===== src/rtl/avalon_pkt_guard.sv =====
// avalon_pkt_guard: store-and-forward guard passing only well-formed 1..MAX_PKT_LEN beat packets
module avalon_pkt_guard #(
  parameter int DWIDTH      = 10,
  parameter int MAX_PKT_LEN = 10
) (
  input  logic              clk_i,
  input  logic              srst_i,
  input  logic [DWIDTH-1:0] snk_data_i,
  input  logic              snk_startofpacket_i,
  input  logic              snk_endofpacket_i,
  input  logic              snk_valid_i,
  output logic              snk_ready_o,
  output logic [DWIDTH-1:0] src_data_o,
  output logic              src_startofpacket_o,
  output logic              src_endofpacket_o,
  output logic              src_valid_o,
  input  logic              src_ready_i,
  output logic              drop_o,
  output logic [15:0]       drop_cnt_o
);
  localparam int PW = $clog2(MAX_PKT_LEN + 1);
  typedef enum logic [1:0] {IDLE, RECV, DROP, SEND} state_t;
  state_t            state_q, state_d;
  logic [PW-1:0]     wr_ptr_q, wr_ptr_d, len_q, len_d, rd_ptr_q, rd_ptr_d, waddr;
  logic              drop_q, drop_d, we, acc, last, sop, eop;
  logic [15:0]       drop_cnt_q, drop_cnt_d;
  logic [DWIDTH-1:0] mem_q [MAX_PKT_LEN];
  assign snk_ready_o = !srst_i && state_q != SEND;
  assign acc  = snk_valid_i && snk_ready_o;
  assign sop  = snk_startofpacket_i;
  assign eop  = snk_endofpacket_i;
  assign last = rd_ptr_q == len_q - 1'b1;
  // framing FSM: capture, discard or replay the buffered packet
  always_comb begin
    state_d  = state_q;
    wr_ptr_d = wr_ptr_q;
    len_d    = len_q;
    rd_ptr_d = rd_ptr_q;
    drop_d   = 1'b0;
    we       = 1'b0;
    waddr    = wr_ptr_q;
    if (state_q == SEND) begin
      if (src_ready_i) begin
        rd_ptr_d = last ? '0 : rd_ptr_q + 1'b1;
        state_d  = last ? IDLE : SEND;
      end
    end else if (acc) begin
      if (sop) begin
        we       = 1'b1;
        waddr    = '0;
        wr_ptr_d = PW'(1);
        drop_d   = state_q == RECV;
        len_d    = eop ? PW'(1) : len_q;
        state_d  = eop ? SEND : RECV;
      end else if (state_q == RECV) begin
        if (wr_ptr_q == PW'(MAX_PKT_LEN)) begin
          drop_d  = 1'b1;
          state_d = eop ? IDLE : DROP;
        end else begin
          we       = 1'b1;
          wr_ptr_d = wr_ptr_q + 1'b1;
          len_d    = eop ? wr_ptr_q + 1'b1 : len_q;
          state_d  = eop ? SEND : RECV;
        end
      end else begin
        drop_d  = state_q == IDLE && eop;
        state_d = eop ? IDLE : state_q;
      end
    end
  end
  // saturating drop counter advances on each drop pulse
  always_comb drop_cnt_d = (drop_q && drop_cnt_q != 16'hFFFF) ? drop_cnt_q + 16'd1 : drop_cnt_q;
  // control state registers
  always_ff @(posedge clk_i or posedge srst_i) begin
    if (srst_i) begin
      state_q    <= IDLE;
      wr_ptr_q   <= '0;
      len_q      <= '0;
      rd_ptr_q   <= '0;
      drop_q     <= 1'b0;
      drop_cnt_q <= '0;
    end else begin
      state_q    <= state_d;
      wr_ptr_q   <= wr_ptr_d;
      len_q      <= len_d;
      rd_ptr_q   <= rd_ptr_d;
      drop_q     <= drop_d;
      drop_cnt_q <= drop_cnt_d;
    end
  end
  // packet storage, contents need no reset
  always_ff @(posedge clk_i) begin
    if (we) mem_q[waddr] <= snk_data_i;
  end
  assign src_valid_o         = state_q == SEND;
  assign src_data_o          = src_valid_o ? mem_q[rd_ptr_q] : '0;
  assign src_startofpacket_o = src_valid_o && rd_ptr_q == '0;
  assign src_endofpacket_o   = src_valid_o && last;
  assign drop_o              = drop_q;
  assign drop_cnt_o          = drop_cnt_q;
endmodule


===== config.mk =====
export PLATFORM = sky130hd
export DESIGN_NAME = avalon_pkt_guard
export DESIGN_NICKNAME = d
export VERILOG_FILES = /design/src/rtl/avalon_pkt_guard.sv
export SDC_FILE = /design/constraint.sdc
export NUM_CORES = 1
export LEC_CHECK = 0
export ABC_AREA = 1
export CORE_MARGIN = 2
export CORE_UTILIZATION = 50
export CTS_CLUSTER_DIAMETER = 200
export CTS_CLUSTER_SIZE = 40
export DETAILED_ROUTE_END_ITERATION = 8
export MAX_ROUTING_LAYER = met4
export PLACE_DENSITY = 0.74
export SLEW_MARGIN = 20
export SYNTH_ARGS = -nofsm -noshare
export SYNTH_HDL_FRONTEND = slang
export SYNTH_SLANG_ARGS = --single-unit

===== constraint.sdc =====
create_clock -name clk_i -period 6 [get_ports clk_i]
set_input_delay 0.6 -clock clk_i [delete_from_list [all_inputs] [get_ports clk_i]]
set_output_delay 0.6 -clock clk_i [all_outputs]
set_load 0.05 [all_outputs]

==> results.yml <==
clock_tree:
  clockBufferDepth: 2
  cts_buffers: 17
  clkTransAtPathRegs_ns: 0.06
  clock-sinks: 131
  htree_levels: 4
  cts_root_buf: "clkbuf_16"
  cts_tree: "done"
  ctsResizeCount: 0
  clk_latency_ns: 0.42
  post_cts_buffers: 0
  cts_hold_buf: 0
sta:
  maxSlewViolCount: 0
  setup_slack_ns: 2.42
  tns_ns: 0
  fin_crit_ns: 3.58
  fmax_ghz: 0.279
  rsz0062_at_grt: "no"
  setup_viol: 0
  hold_viol_final: 0
  final.setup_skew_ns: 0.00931
  hold-worst-slack_ns: 0.537
  worst_pin_slew_ns: 1.09
  fin_crit_sh_pct: 59.7
  max_slew_margin_pct: 27.3
worst_setup_path:
  cp_slowest_cell: "clkdlybuf4s50_1"
  critPathMaxFanout: 54
  crit_buf_inv: 2
  cpMostUsedCell: "nor2_1"
  crit_path_start_kind: "flop"
  worstSetupPathType: "flop to output port"
  endpoint_kind: "output port"
  cp_top_family: "buffers and inverters"
  cp.arrival_ns: 2.98
  r2r_slack_ns: 3.28
  critPathMaxStageDelay_ns: 0.83
  cp_cell_sequence: "inv_2, nor2_1, nor2_1, o21ai_0, o211ai_1, nand2_1, nor2_1, clkdlybuf4s50_1"
  cp_data_required_time_ns: 5.40
outcome:
  run_status: "finished, final reports clean"
drt:
  post_drt_via_cell_ratio: 5.49
  wirelength_um: 13500
  wl_per_cell_um: 16.8
  drt_iter0_markers: 331
  ant_nets: 0
  vias: 4414
  route.detailed.drc: 0
  firstDrtPassIters: 5
global_routing:
  globalRouteOverflowTotal: 0
  grt_pass1_wl_um: 21800
  grt_max_degree: 55
  grt_util_all_layers_pct: 23.2
  grt_pass1_vias: 4352
  antenna_found_initial: 0
cells_and_area:
  nNetsFinal: 670
  area_delta_synth_final_pct: 20.0
  multi_input_area_mm2: 0.00196
  nFillCells: 929
  regArea_mm2: 0.00378
  antenna_cells: 0
  final_cells: 804
  drive_gt1_share_pct: 7.87
floorplanning:
  rows: 39
  start_util_pct: 51.8
  dieArea_mm2: 0.0129
  die_h_um: 113
  core-area_mm2: 0.0116
  io_pins: 47
  die_x_um: 113
power:
  power-per-cell-area_mw_per_mm2: 456
  p_leak_nw: 2.75
  power_mw: 3.28
  ir_drop_uv: 200
place:
  hpwl_um: 8870
  io_buffers: 46
  pre_cts_ws_ns: 2.77
  dpl.cell_count: 772
  gp_congestion: 0.904
min_path:
  hold_path_class: "flop to flop"
synth:
  syn_avg_cell_area_um2: 9.99
  ys.warnings.count: 0
  syn_area_mm2: 0.00599
  ys_seq_area_share_pct: 63.1
  synth-seq-cells: 131
  netlist_instances: 599
  synth_fp_nets: 621
  synth_cell_types: 33
job:
  maxCapViolCount: 0
report_power, final:
part           internal [mW]  total, mW  switching [mW]
Sequential              1.06       1.15          0.0893
Clock                  0.698       1.09           0.395
Combinational          0.312       1.03           0.720
cell usage after synthesis:
library cell	number	area, µm²
nor2_8	1	20.0
inv_1	33	124
inv_4	1	6.26
nor3_1	12	60.1
buf_2	10	50.1
nor3_4	1	16.3
nand3_1	34	170
o21ai_0	53	265
a21boi_1	1	7.51
ha_1	6	75.1
inv_2	2	7.51
o211ai_1	6	45.0
nand2_2	1	6.26
buf_6	2	22.5
buf_4	1	7.51
nand4_1	2	12.5
o21ai_1	1	5.00
buf_1	1	3.75
xor2_1	5	43.8
nand3_4	1	17.5
clkbuf_1	7	26.3
nand4_2	1	12.5
nand3_2	2	20.0
nand2_1	147	552
edfxtp_1	100	3000
nor2_1	99	372
nand4_4	1	21.3
a21oi_1	24	120
nand2_4	3	33.8
dfrtp_1	31	776
nor2_4	1	11.3
xnor2_1	8	70.1
clkinv_1	1	3.75
cell type report:
type | instances | share of cell area, %
sequential | 131 | 52.6
timing repair buffer | 51 | 6.93
tap | 143 | 2.49
multi-input combinational | 410 | 27.3
clock inverter | 15 | 2.82
clock buffer | 17 | 5.92
inverter | 37 | 1.97
cell families (layout without fill, tap and decap cells):
kind of cell	Yosys count	in the layout	share of synthesized area, %
flip-flops	131	131	63.1
XOR/XNOR	13	13	1.90
buffers and inverters	58	120	4.20
AND/OR/NAND/NOR	306	306	22.1
adder cells (fa/ha/maj)	6	6	1.25
AO/OA/AOI/OAI	85	85	7.40
placed cells by master, fill, tap and decap left out, drive strengths merged:
cell           Yosys  final
clkdlybuf4s50      0     46
clkbuf             7     17
clkinvlp           0      1
a21oi             24     24
ha                 6      6
xor2               5      5
inv               36     40
dfrtp             31     31
o21ai             54     54
nor3              13     13
bufinv             0      4
buf               14      5
nand2            151    151
nand4              4      4
a21boi             1      1
nand3             37     37
o211ai             6      6
xnor2              8      8
nor2             101    101
clkinv             1      7
edfxtp           100    100
worst register-to-register path: stages, from the launching register on:
cell and delay (ns):
dfrtp_1 0.45, inv_1 0.12, ha_1 0.20, inv_1 0.05, nor2_1 0.04, nand2_1 0.10
nand2_2 0.11, nor2_4 0.24, nand2_1 0.17, nor2_1 0.84
state kept, by name, indices dropped and copies added (netlist names):
| register | flops |
|---|---|
| drop_o | 1 |
| wr_ptr_q | 4 |
| state_q | 2 |
| drop_cnt_o | 16 |
| rd_ptr_q | 4 |
| len_q | 4 |
| mem_q | 100 |
routing by layer:
metal  vias to the layer above  share of wire, %  track usage (%)
met5                         -                 0                -
met4                         0               2.1             10.4
met3                        24               4.7             4.89
met2                       114                52             37.9
met1                      2151                41             28.0
li1                       2125                 -                -
final timing paths:
path | start | endpoint | depth (start not counted)
worst max-delay path | rd_ptr_q[0]$_DFFE_PP0P_ | src_data_o[0] | 8
worst min-delay path | drop_cnt_o[15]$_DFFE_PP0P_ | drop_cnt_o[15]$_DFFE_PP0P_ | 2
worst max register to register | wr_ptr_q[0]$_DFFE_PP0P_ | mem_q[1][6]$_DFFE_PP_ | 9
worst min register to register | drop_cnt_o[15]$_DFFE_PP0P_ | drop_cnt_o[15]$_DFFE_PP0P_ | 2
max in group asynchronous | srst_i | drop_cnt_o[8]$_DFFE_PP0P_ | 3
min in group asynchronous | srst_i | drop_cnt_o[1]$_DFFE_PP0P_ | 3
stage by stage:
| stage | util (%) | instance area, µm² |
|---|---|---|
| after floorplan | - | 5990 |
| after CTS | 62.1 | 7180 |
| after detailed placement | 56.7 | 6550 |
| after global routing | 62.1 | 7180 |
| after global placement | 56.7 | 6550 |
| final | 62.1 | 7180 |
(Power assumes the default switching activity.)
